[config.mk]
export PLATFORM = sky130hd
export DESIGN_NAME = mac_share_ctrl_flat
export DESIGN_NICKNAME = d
export VERILOG_FILES = /design/src/rtl/mac_share_ctrl_pkg.sv /design/src/rtl/mac_share_ctrl_if.sv /design/src/rtl/mac_share_ctrl_arb.sv /design/src/rtl/mac_share_ctrl.sv /design/src/flat_wrapper.sv
export SDC_FILE = /design/constraint.sdc
export NUM_CORES = 1
export LEC_CHECK = 0
export CORE_ASPECT_RATIO = 2
export CORE_MARGIN = 1
export CORE_UTILIZATION = 30
export DETAILED_ROUTE_END_ITERATION = 8
export GPL_ROUTABILITY_DRIVEN = 0
export MAX_ROUTING_LAYER = met4
export PLACE_DENSITY = 0.69
export SLEW_MARGIN = 20
export SYNTH_ARGS = -nofsm -noshare
export SYNTH_HDL_FRONTEND = slang
export SYNTH_HIERARCHICAL = 1
export SYNTH_SLANG_ARGS = --single-unit
[constraint.sdc]
create_clock -name clk -period 3.9 [get_ports clk]
set_input_delay 0.78 -clock clk [delete_from_list [all_inputs] [get_ports clk]]
set_output_delay 0.78 -clock clk [all_outputs]
set_load 0.01 [all_outputs]
[src/rtl/mac_share_ctrl_pkg.sv]
// ---------------------------------------------------------------------------
// mac_share_ctrl_pkg
// Shared definitions for the MAC sharing scheduler:
//   - default widths and the MAC pipeline latency
//   - FSM state encoding (plain logic constants for legacy tools)
// ---------------------------------------------------------------------------
package mac_share_ctrl_pkg;

    localparam int DWIDTH_DEF       = 8;  // operand/result width of seq_mac
    localparam int NREQ_DEF         = 4;  // number of requesters
    localparam int LW_DEF           = 8;  // job length field width
    localparam int DRAIN_CYCLES_DEF = 3;  // a/b flop -> product reg -> accumulator

    typedef logic [2:0] state_t;

    localparam state_t ST_IDLE   = 3'd0;
    localparam state_t ST_CLEAR  = 3'd1;
    localparam state_t ST_STREAM = 3'd2;
    localparam state_t ST_DRAIN  = 3'd3;
    localparam state_t ST_DONE   = 3'd4;

endpackage

[src/rtl/mac_share_ctrl_if.sv]
// ---------------------------------------------------------------------------
// mac_share_ctrl_if
// Requester-side fabric bundle of the MAC sharing scheduler.
//   master : requester fabric (drives requests, operands, result ready)
//   slave  : mac_share_ctrl   (drives grant, operand ready, result)
// Signals:
//   req_i       per-requester job request
//   len_i       per-requester job length, flattened NREQ*LW
//   gnt_o       one-hot grant, held for the whole job
//   op_valid_i  per-requester operand beat valid
//   op_a_i/b_i  per-requester operands, flattened NREQ*DWIDTH
//   op_ready_o  granted requester's beat is taken when ready & its valid
//   res_valid_o/res_data_o/res_id_o  result and requester tag
//   res_ready_i result consumer ready
// ---------------------------------------------------------------------------
interface mac_share_ctrl_if
    import mac_share_ctrl_pkg::*;
#(
    parameter int DWIDTH = DWIDTH_DEF,
    parameter int NREQ   = NREQ_DEF,
    parameter int LW     = LW_DEF
);
    localparam int IDW = $clog2(NREQ);

    logic [NREQ-1:0]        req_i;
    logic [NREQ*LW-1:0]     len_i;
    logic [NREQ-1:0]        gnt_o;
    logic [NREQ-1:0]        op_valid_i;
    logic [NREQ*DWIDTH-1:0] op_a_i;
    logic [NREQ*DWIDTH-1:0] op_b_i;
    logic                   op_ready_o;
    logic                   res_valid_o;
    logic [DWIDTH-1:0]      res_data_o;
    logic [IDW-1:0]         res_id_o;
    logic                   res_ready_i;

    modport master (
        output req_i, len_i, op_valid_i, op_a_i, op_b_i, res_ready_i,
        input  gnt_o, op_ready_o, res_valid_o, res_data_o, res_id_o
    );

    modport slave (
        input  req_i, len_i, op_valid_i, op_a_i, op_b_i, res_ready_i,
        output gnt_o, op_ready_o, res_valid_o, res_data_o, res_id_o
    );

endinterface

[src/rtl/mac_share_ctrl_arb.sv]
// ---------------------------------------------------------------------------
// mac_share_arb
// Picks one requester per job and holds its one-hot grant and index until
// the job's result is handed off.
// Build option: MAC_SHARE_CTRL_RR_EN
//   defined   : round-robin; search starts at a pointer that moves to one
//               past the last granted index when a job completes
//   undefined : fixed priority, lowest index wins (pointer stays at 0)
// Ports:
//   clk, reset  clock, synchronous active-high reset
//   req         request vector
//   take        latch the current winner (scheduler is idle and accepting)
//   done        job handed off: drop the grant, advance the pointer
//   any_req     some requester is asking
//   win_idx     combinational winner index
//   gnt, id     registered one-hot grant and granted index
// ---------------------------------------------------------------------------
module mac_share_arb
    import mac_share_ctrl_pkg::*;
#(
    parameter int NREQ = NREQ_DEF
) (
    input  logic                     clk,
    input  logic                     reset,
    input  logic [NREQ-1:0]          req,
    input  logic                     take,
    input  logic                     done,
    output logic                     any_req,
    output logic [$clog2(NREQ)-1:0]  win_idx,
    output logic [NREQ-1:0]          gnt,
    output logic [$clog2(NREQ)-1:0]  id
);
    localparam int IDW = $clog2(NREQ);

    logic [IDW-1:0] ptr_q;
    logic [IDW-1:0] ptr_nxt;

    // Rotating search from the pointer; with the pointer pinned at 0 this is
    // plain lowest-index-first priority.
    // NOTE: every always_comb output gets a default before any branch, so no
    // path can leave it unassigned and infer a latch.
    always_comb begin
        any_req = 1'b0;
        win_idx = '0;
        for (int i = 0; i < NREQ; i++) begin
            int j;
            j = int'(ptr_q) + i;
            if (j >= NREQ) j -= NREQ;
            if (!any_req && req[j]) begin
                any_req = 1'b1;
                win_idx = IDW'(j);
            end
        end
    end

`ifdef MAC_SHARE_CTRL_RR_EN
    assign ptr_nxt = (id == IDW'(NREQ - 1)) ? '0 : id + 1'b1;
`else
    assign ptr_nxt = '0;
`endif

    // NOTE: sequential state uses non-blocking assignments only, so every
    // flop samples pre-edge values regardless of block ordering.
    always_ff @(posedge clk) begin
        if (reset) begin
            gnt   <= '0;
            id    <= '0;
            ptr_q <= '0;
        end else if (take) begin
            gnt <= {{(NREQ-1){1'b0}}, 1'b1} << win_idx;
            id  <= win_idx;
        end else if (done) begin
            gnt   <= '0;
            ptr_q <= ptr_nxt;
        end
    end

endmodule

[src/rtl/mac_share_ctrl.sv]
// ---------------------------------------------------------------------------
// mac_share_ctrl
// Time-shares one seq_mac among NREQ requesters. Per job: grant, clear the
// MAC accumulator for one cycle, stream len operand pairs, wait out the MAC
// pipeline, then present the saturated dot product tagged with the id.
// Build option: MAC_SHARE_CTRL_RR_EN selects round-robin arbitration
// (see mac_share_arb); default is fixed lowest-index priority.
// Ports:
//   clk, reset   clock, synchronous active-high reset
//   bus          requester fabric (mac_share_ctrl_if.slave)
//   mac_a_o/b_o  operands to the MAC, zero whenever no beat is accepted
//   mac_reset_o  MAC reset: system reset or the CLEAR cycle
//   mac_out_i    MAC accumulator output
// ---------------------------------------------------------------------------
module mac_share_ctrl
    import mac_share_ctrl_pkg::*;
#(
    parameter int DWIDTH       = DWIDTH_DEF,
    parameter int NREQ         = NREQ_DEF,
    parameter int LW           = LW_DEF,
    parameter int DRAIN_CYCLES = DRAIN_CYCLES_DEF
) (
    input  logic              clk,
    input  logic              reset,
    mac_share_ctrl_if.slave   bus,
    output logic [DWIDTH-1:0] mac_a_o,
    output logic [DWIDTH-1:0] mac_b_o,
    output logic              mac_reset_o,
    input  logic [DWIDTH-1:0] mac_out_i
);
    localparam int IDW = $clog2(NREQ);
    localparam int DCW = $clog2(DRAIN_CYCLES + 1);

    state_t            state_q;
    logic [LW-1:0]     rem_q;
    logic [DCW-1:0]    drain_q;
    logic [DWIDTH-1:0] res_data_q;

    logic              any_req;
    logic [IDW-1:0]    win_idx;
    logic [IDW-1:0]    id_q;
    logic [NREQ-1:0]   gnt_q;
    logic              take;
    logic              job_done;
    logic              op_ready;
    logic              lane_valid;
    logic              accept;
    logic [LW-1:0]     win_len;

    assign take     = (state_q == ST_IDLE) && any_req;
    assign job_done = (state_q == ST_DONE) && bus.res_ready_i;

    mac_share_arb #(.NREQ(NREQ)) u_arb (
        .clk     (clk),
        .reset   (reset),
        .req     (bus.req_i),
        .take    (take),
        .done    (job_done),
        .any_req (any_req),
        .win_idx (win_idx),
        .gnt     (gnt_q),
        .id      (id_q)
    );

    assign win_len    = bus.len_i[win_idx*LW +: LW];
    assign lane_valid = bus.op_valid_i[id_q];

    // A zero-length job spends its single STREAM cycle with ready low.
    assign op_ready = (state_q == ST_STREAM) && (rem_q != '0);
    assign accept   = op_ready && lane_valid;

    // Bubbles feed 0*0 into the MAC, which leaves the accumulator unchanged.
    assign mac_a_o     = accept ? bus.op_a_i[id_q*DWIDTH +: DWIDTH] : '0;
    assign mac_b_o     = accept ? bus.op_b_i[id_q*DWIDTH +: DWIDTH] : '0;
    assign mac_reset_o = reset || (state_q == ST_CLEAR);

    assign bus.gnt_o       = gnt_q;
    assign bus.op_ready_o  = op_ready;
    assign bus.res_valid_o = (state_q == ST_DONE);
    assign bus.res_data_o  = res_data_q;
    assign bus.res_id_o    = id_q;

    always_ff @(posedge clk) begin
        if (reset) begin
            state_q    <= ST_IDLE;
            rem_q      <= '0;
            drain_q    <= '0;
            res_data_q <= '0;
        end else begin
            case (state_q)
                ST_IDLE: begin
                    if (any_req) begin
                        state_q <= ST_CLEAR;
                        rem_q   <= win_len;
                    end
                end
                ST_CLEAR: state_q <= ST_STREAM;
                ST_STREAM: begin
                    if (accept) rem_q <= rem_q - 1'b1;
                    if ((rem_q == '0) || (accept && rem_q == LW'(1))) begin
                        state_q <= ST_DRAIN;
                        drain_q <= DCW'(DRAIN_CYCLES - 1);
                    end
                end
                ST_DRAIN: begin
                    // Last beat reaches the accumulator on the final drain cycle.
                    if (drain_q == '0) begin
                        res_data_q <= mac_out_i;
                        state_q    <= ST_DONE;
                    end else begin
                        drain_q <= drain_q - 1'b1;
                    end
                end
                ST_DONE: begin
                    if (bus.res_ready_i) state_q <= ST_IDLE;
                end
                default: state_q <= ST_IDLE;
            endcase
        end
    end

endmodule

[src/flat_wrapper.sv]
// flat-port wrapper written by rule: the top's interface ports become plain ports
module mac_share_ctrl_flat import mac_share_ctrl_pkg::*;
#(
    parameter int DWIDTH       = DWIDTH_DEF,
    parameter int NREQ         = NREQ_DEF,
    parameter int LW           = LW_DEF,
    parameter int DRAIN_CYCLES = DRAIN_CYCLES_DEF
)
  (clk, reset, mac_a_o, mac_b_o, mac_reset_o, mac_out_i, bus_req_i, bus_len_i, bus_op_valid_i, bus_op_a_i, bus_op_b_i, bus_res_ready_i, bus_gnt_o, bus_op_ready_o, bus_res_valid_o, bus_res_data_o, bus_res_id_o);
  mac_share_ctrl_if #(.DWIDTH(DWIDTH), .NREQ(NREQ), .LW(LW)) bus_i ();
  input  logic clk;
  input  logic reset;
  output logic [DWIDTH-1:0] mac_a_o;
  output logic [DWIDTH-1:0] mac_b_o;
  output logic mac_reset_o;
  input  logic [DWIDTH-1:0] mac_out_i;
  input wire logic [$bits(bus_i.req_i)-1:0] bus_req_i;
  input wire logic [$bits(bus_i.len_i)-1:0] bus_len_i;
  input wire logic [$bits(bus_i.op_valid_i)-1:0] bus_op_valid_i;
  input wire logic [$bits(bus_i.op_a_i)-1:0] bus_op_a_i;
  input wire logic [$bits(bus_i.op_b_i)-1:0] bus_op_b_i;
  input wire logic [$bits(bus_i.res_ready_i)-1:0] bus_res_ready_i;
  output wire logic [$bits(bus_i.gnt_o)-1:0] bus_gnt_o;
  output wire logic [$bits(bus_i.op_ready_o)-1:0] bus_op_ready_o;
  output wire logic [$bits(bus_i.res_valid_o)-1:0] bus_res_valid_o;
  output wire logic [$bits(bus_i.res_data_o)-1:0] bus_res_data_o;
  output wire logic [$bits(bus_i.res_id_o)-1:0] bus_res_id_o;
  assign bus_i.req_i = bus_req_i;
  assign bus_i.len_i = bus_len_i;
  assign bus_i.op_valid_i = bus_op_valid_i;
  assign bus_i.op_a_i = bus_op_a_i;
  assign bus_i.op_b_i = bus_op_b_i;
  assign bus_i.res_ready_i = bus_res_ready_i;
  assign bus_gnt_o = bus_i.gnt_o;
  assign bus_op_ready_o = bus_i.op_ready_o;
  assign bus_res_valid_o = bus_i.res_valid_o;
  assign bus_res_data_o = bus_i.res_data_o;
  assign bus_res_id_o = bus_i.res_id_o;
  mac_share_ctrl #(.DWIDTH(DWIDTH), .NREQ(NREQ), .LW(LW), .DRAIN_CYCLES(DRAIN_CYCLES)) u_core (.clk(clk), .reset(reset), .bus(bus_i), .mac_a_o(mac_a_o), .mac_b_o(mac_b_o), .mac_reset_o(mac_reset_o), .mac_out_i(mac_out_i));
endmodule
==> results of run 1 <==
==> cell families (layout without fill, tap and decap cells) <==
family | count (synthesis) | in the layout | share of synthesized area (%)
AND/OR/NAND/NOR | 100 | 100 | 24.0
AO/OA/AOI/OAI | 55 | 55 | 17.9
flip-flops | 27 | 27 | 24.4
multiplexers | 25 | 25 | 26.3
buffers and inverters | 23 | 164 | 5.09
adder cells (fa/ha/maj) | 4 | 4 | 2.26
==> state kept, by name, summed over array words and instances, names as in the netlist <==
register	cells
u_core/u_arb/gnt	4
u_core/bus.res_data_o	8
u_core/state_q	3
u_core/drain_q	2
u_core/u_arb/id	2
u_core/rem_q	8
==> worst reg2reg max path, stage by stage, from the launching register on <==
cell and delay, ps:
dfxtp_1 430, nand2b_1 250, nor3_1 740, buf_4 280
or3b_1 350, o32ai_1 110
==> cell type report <==
class / instances / area share, %
clock buffers: 3 / 1.96
clock inverters: 1 / 0.196
inverters: 7 / 0.684
multi-input cells: 184 / 40.6
flip-flops and latches: 27 / 14.1
well taps: 92 / 3.00
repair buffers: 153 / 39.5
==> per-stage QoR <==
| step | hold WS (ps) | setup slack (ps) | cell area [µm²] |
|---|---|---|---|
| after floorplan | 454 | 1320 | 2210 |
| after global placement | 443 | 363 | 3760 |
| after detailed placement | 446 | 346 | 3760 |
| after CTS | 456 | 345 | 3840 |
| after global routing | 477 | 261 | 3840 |
| final | 455 | 349 | 3840 |
==> placed cells by master, fill, tap and decap left out, drive strengths merged, types with 5 or more instances in the layout <==
master / synthesis / layout
mux4: 25 / 25
a21oi: 21 / 21
and2b: 6 / 6
nor2: 17 / 17
nor2b: 12 / 12
nand2: 36 / 36
dfxtp: 27 / 27
clkdlybuf4s50: 0 / 147
o21ai: 9 / 9
buf: 9 / 6
a211oi: 5 / 5
inv: 7 / 7
==> how the worst max path moves through the flow <==
stage,startpoint,to,slack (ps),cells after the start
after detailed placement,bus_op_valid_i[3],mac_a_o[2],350,5
after floorplan,bus_op_valid_i[3],mac_a_o[4],1320,4
final,bus_op_valid_i[3],mac_a_o[2],350,5
after CTS,bus_op_valid_i[3],mac_a_o[2],340,5
after global routing,bus_op_valid_i[3],mac_a_o[3],260,5
after global placement,bus_op_valid_i[3],mac_a_o[3],360,5
==> per-layer routing <==
metal / part of all wire (%) / vias to the layer above / track usage [%]
met3: 5.3 / 8 / 3.23
met4: 1.3 / 0 / 6.10
met5: 0 / - / -
li1: - / 1161 / -
met1: 37 / 1159 / 22.3
met2: 57 / 99 / 42.9
==> where the power goes <==
part	internal [mW]	switching (mW)
Clock	0.140	0.101
Sequential	0.348	0.0859
Combinational	0.500	0.501
==> impl_results.md, run 1 <==
- Setup crit start kind: input port
- Initial Util: 30.7%
- Total power: 1.68 mW
- Port buffer count: 147
- Cell depth of the worst flop-to-flop path: 5
- Syn Nets: 353
- Final wirelength: 8240 µm
- Mean post-synth cell area: 9.45 µm²
- CTS resizes: 0
- Dominant cell type by area after synthesis: dfxtp_1
- Antenna fix cells: 0
- Clk buf depth: 2
- Pin slew with the least headroom to its limit: 942 ps
- Max stage delay on crit path: 590 ps
- EDFF count, synth: 0
- Remaining DRCs: 0
- Static Leak: 1.37 nW
- Cell Area, Synth: 2210 µm²
- Area Growth Syn to Fin: 73.6%
- Worst setup EP type: primary output
- IO Pins: 148
- Most frequent CP cell: clkdlybuf4s50_1
- CTS buffer count: 3
- Fin util: 53.2%
- Register bit total from synthesis: 27
- Most common cell in the netlist: nand2_1
- H-tree depth: 1
- Final setup fails: 0
- WS Path Type: input port to primary output
- First-pass GRT wire length: 12700 µm
- Storage cell area: 541 µm²
- Peak VDD IR: 0.000305 V
- Initial drt markers: 94
- Hold_buf cts: 0
- CP Cell Sequence: clkdlybuf4s50_1 > mux4_2 > o311ai_4 > and2b_1 > clkdlybuf4s50_1
- Seq/Total Area, Yosys: 24.4%
- Vias in the first global route: 2404
- Layout filler cell count: 676
- WP buf/inv: 2
- Via density: 5.20
- Clock Sinks: 27
- First-pass DRT Iterations: 4
- RSZ-0062 raised after global routing: false
- Async SR Flop Fraction: 0%
- Final ANT Viol Nets: 0
- Clk root buf: clkbuf_16
- NumNets Final: 495
- R2r setup slk: 1640 ps
- Final Hold Fails: 0
- Critical path peak fanout: 17
- Via count: 2427
- Clk pin slew, worst setup/hold paths: 70 ps
- Synth cell types: 51
- Area contributors post-synth: dfxtp_1 (24%), mux4_2 (20%), nand2_1 (6.1%), mux4_1 (5.9%), a21oi_1 (4.5%)
- YS warnings: 6
- Share of layout cells above drive strength 1: 11.2%
- Relative slew slack: 36.7%
- Cell count after synthesis: 234
- Pins Over Slew Limit: 0
- CP delay by family, top: buffers and inverters
- Core region area: 7210 µm²
- WHS Path Cells: 2
- Die width: 62.7 µm
- Total global-route track usage: 22.0%
- Max-cap violation count: 0
- Status: finished, final reports clean
- Min-delay src: u_core/bus.res_data_o[4]$_SDFFE_PP0P_
- Worst Hold Class: flop to flop
- Post-synth top cells: nand2_1 (36), dfxtp_1 (27), a21oi_1 (20), mux4_2 (20), nor2_1 (17)
- Time the worst path needs with I/O delays and setup: 3550 ps
- CTS tree: built
- Avg WL per Cell: 17.7 µm
- Largest net degree at the start of global routing: 31
- Post-Place Cells: 463
- Initial antenna violation count: 0
- HPWL Detailed: 6690 µm
- CP Data Required Time: 3120 ps
- Power per Cell Area: 437 nW/µm²
- Post-CTS repair timing setup buffer count: 0
- Die H: 123 µm
- Fin cells: 467
- Worst R2R Start: u_core/state_q[2]$_SDFFE_PP0P_
- Clock Latency Late Sink: 260 ps
- Multi-input gate area: 1560 µm²
- FP Rows: 44
- Synth top area share: 24.4%
- CP arrival: 2770 ps
- Worst Hold Path EP: u_core/bus.res_data_o[4]$_SDFFE_PP0P_
- Post-route setup TNS: 0 ps
- Top FF cell, synth: dfxtp_1
- Layout Skew: 3.81 ps
- Critical-path top delay cell: mux4_2
- Endpoint of the most critical register-to-register path: u_core/u_arb/id[0]$_SDFFE_PP0P_
- Die footprint: 7740 µm²
- Final worst path period share: 91.0%
- Overflow after GRT: 0
- Highest Clock Rate: 282 MHz
Power figures use the tool's default switching activity.
==> inputs of run 2 (changes only) <==
--- a/config.mk
+++ b/config.mk
@@ -5,7 +5,7 @@
 export SDC_FILE = /design/constraint.sdc
 export NUM_CORES = 1
 export LEC_CHECK = 0
-export CORE_ASPECT_RATIO = 2
+export CORE_ASPECT_RATIO = 0.7
 export CORE_MARGIN = 1
 export CORE_UTILIZATION = 30
 export DETAILED_ROUTE_END_ITERATION = 8
==> run 2 against run 1 <==
Sequential share of layout area rose by 0.097 points. Clock power decreased by 33%. Sequential power hardly changed. Routed wire length decreased by 11%. Largest cell class unchanged. Highest routed layer unchanged.
==> impl_results.md, run 2 (synthesis results as in run 1) <==
- Port buffer count: 147 (unchanged)
- Worst R2R Start: u_core/rem_q[2]$_SDFFE_PP0P_
- H-tree depth: 1 (unchanged)
- Highest Clock Rate: 284 MHz (+0.96%)
- Status: finished, final reports clean
- GRT met3 Usage: 3.99% (+0.76 points)
- Final ANT Viol Nets: 0 (unchanged)
- CTS buffer count: 3 (unchanged)
- Total power: 1.59 mW (-5.3%)
- Initial drt markers: 171 (+82%)
- Critical path peak fanout: 17 (unchanged)
- HPWL Detailed: 5980 µm (-11%)
- Initial antenna violation count: 0 (unchanged)
- First-pass DRT Iterations: 4 (unchanged)
- Worst Hold Class: flop to flop
- Post-Layout Inst Area: 3810 µm² (-0.68%)
- First-pass GRT wire length: 11300 µm (-11%)
- Peak VDD IR: 0.000198 V (-35%)
- Area Growth Syn to Fin: 72.4%
- Clock Latency Late Sink: 270 ps (about the same)
- Pins Over Slew Limit: 0 (unchanged)
- Post-route setup TNS: 0 ps (unchanged)
- Via density: 5.09 (-2.1%)
- Initial Util: 31.9% (+1.2 points)
- Clk pin slew, worst setup/hold paths: 90 ps (+20 ps)
- Remaining DRCs: 0 (unchanged)
- Clk root buf: clkbuf_8
- Most common cell after layout, fill and taps aside: clkdlybuf4s50_1
- Final Hold Fails: 0 (unchanged)
- Die footprint: 7730 µm² (-0.20%)
- Pre-CTS WS: 369 ps (+23.8 ps)
- Via count: 2392 (-1.4%)
- Overflow after GRT: 0 (unchanged)
- Min-delay src: u_core/bus.res_data_o[2]$_SDFFE_PP0P_
- Vias in the first global route: 2182 (-9.2%)
- Worst Setup Slack, final: 383 ps (+33.7 ps)
- Largest net degree at the start of global routing: 31 (unchanged)
- Worst Hold Path EP: u_core/bus.res_data_o[2]$_SDFFE_PP0P_
- Share of layout cells above drive strength 1: 11.4% (+0.24 points)
- Core region area: 6940 µm² (-3.7%)
- Clock Sinks: 27 (unchanged)
- GR peak layer: met2
- Fin cells: 470 (+0.64%)
- Antenna fix cells: 0 (unchanged)
- RSZ-0062 raised after global routing: false
- CTS tree: built
- IO Pins: 148 (unchanged)
- FP Rows: 25 (-43%)
- Power per Cell Area: 416 nW/µm² (-4.6%)
- Total global-route track usage: 19.2% (-2.8 points)
- Layout Skew: 2.39 ps (-1.42 ps)
- WS Path Type: input port to primary output
- Cell depth of the worst flop-to-flop path: 5 (unchanged)
- Grt met2 use: 28.5% (-14 points)
- Endpoint of the most critical register-to-register path: u_core/rem_q[0]$_SDFFE_PP0P_
- Hold_ws: 461 ps (+5.84 ps)
- Avg WL per Cell: 15.6 µm (-11%)
- CP arrival: 2740 ps (-30 ps)
- Static Leak: 1.36 nW (-0.46%)
- CTS resizes: 0 (unchanged)
- Relative slew slack: 54.4% (+18 points)
- Final worst path period share: 90.2% (-0.86 points)
- Clk buf depth: 2 (unchanged)
- Die width: 105 µm (+67%)
- Worst setup EP type: primary output
- Fin util: 54.9% (+1.7 points)
- Max-cap violation count: 0 (unchanged)
- Time the worst path needs with I/O delays and setup: 3520 ps (-33.7 ps)
- NumNets Final: 496 (+0.20%)
- WHS Path Cells: 2 (unchanged)
- Setup crit start kind: input port
- Pin slew with the least headroom to its limit: 682 ps (-260 ps)
- Hold_buf cts: 0 (unchanged)
- Post-CTS repair timing setup buffer count: 0 (unchanged)
- Die H: 73.8 µm (-40%)
- Most frequent cells in the layout: clkdlybuf4s50_1 (147), nand2_1 (36), dfxtp_1 (27), mux4_2 (20), a21oi_1 (20)
- Placed inst area: 3770 µm² (+0.27%)
- GR Layer Usage met1: 27.6% (+5.3 points)
- Final wirelength: 7350 µm (-11%)
- CP Data Required Time: 3120 ps (about the same)
- Post-Place Cells: 466 (+0.65%)
- Final setup fails: 0 (unchanged)
- R2r setup slk: 1690 ps (+50 ps)
## run 2: cell count changes in the layout (fill, tap and decap cells not counted)
cell        previous run  this run
buf_4                  6         7
clkbuf_16              3         0
clkbuf_8               0         3
clkinvlp_4             1         0
clkinv_2               0         1
## run 2: how the worst max path moves through the flow
| stage | start | to | slack (ps) |
|---|---|---|---|
| detailed placement | bus_op_valid_i[3] | mac_a_o[0] | 370 |
| CTS | bus_op_valid_i[3] | mac_a_o[0] | 370 |
| global route | bus_op_valid_i[3] | mac_a_o[7] | 320 |
| global placement | bus_op_valid_i[3] | mac_b_o[7] | 410 |
| floorplan | bus_op_valid_i[3] | mac_a_o[4] | 1320 |
| finish | bus_op_valid_i[2] | mac_a_o[0] | 380 |
## run 2: area by class of cell
cell class              instances  area [µm²]
fillers                       662        3130
inverters                       7        26.3
flip-flops and latches         27         541
multi-input cells             184        1560
repair buffers                154        1520
clock inverters                 1        5.00
well taps                      94         118
clock buffers                   3        41.3
## run 2: layer usage
| layer | up-vias | part of all wire [%] |
|---|---|---|
| met5 | - | 0 |
| met4 | 0 | 0.24 |
| met3 | 4 | 8.0 |
| met2 | 115 | 42 |
| met1 | 1109 | 49 |
| li1 | 1164 | - |
## run 2: where the power goes
group | leakage [nW] | internal [mW] | switching, mW
combinational | 1.12 | 0.502 | 0.493
sequential | 0.221 | 0.348 | 0.0843
clock | 0.0255 | 0.0716 | 0.0893
## run 2: worst max-delay path, stage by stage
cell             delay, ps
clkdlybuf4s50_1        400
mux4_2                 570
o311ai_4               250
and2b_1                260
clkdlybuf4s50_1        470
==> inputs of run 3 (changes only) <==
--- a/config.mk
+++ b/config.mk
@@ -5,6 +5,7 @@
 export SDC_FILE = /design/constraint.sdc
 export NUM_CORES = 1
 export LEC_CHECK = 0
+export CAP_MARGIN = 20
 export CORE_ASPECT_RATIO = 0.7
 export CORE_MARGIN = 1
 export CORE_UTILIZATION = 30
==> results of run 3 <==
Final layout, timing and power as in run 2 (identical DEF).
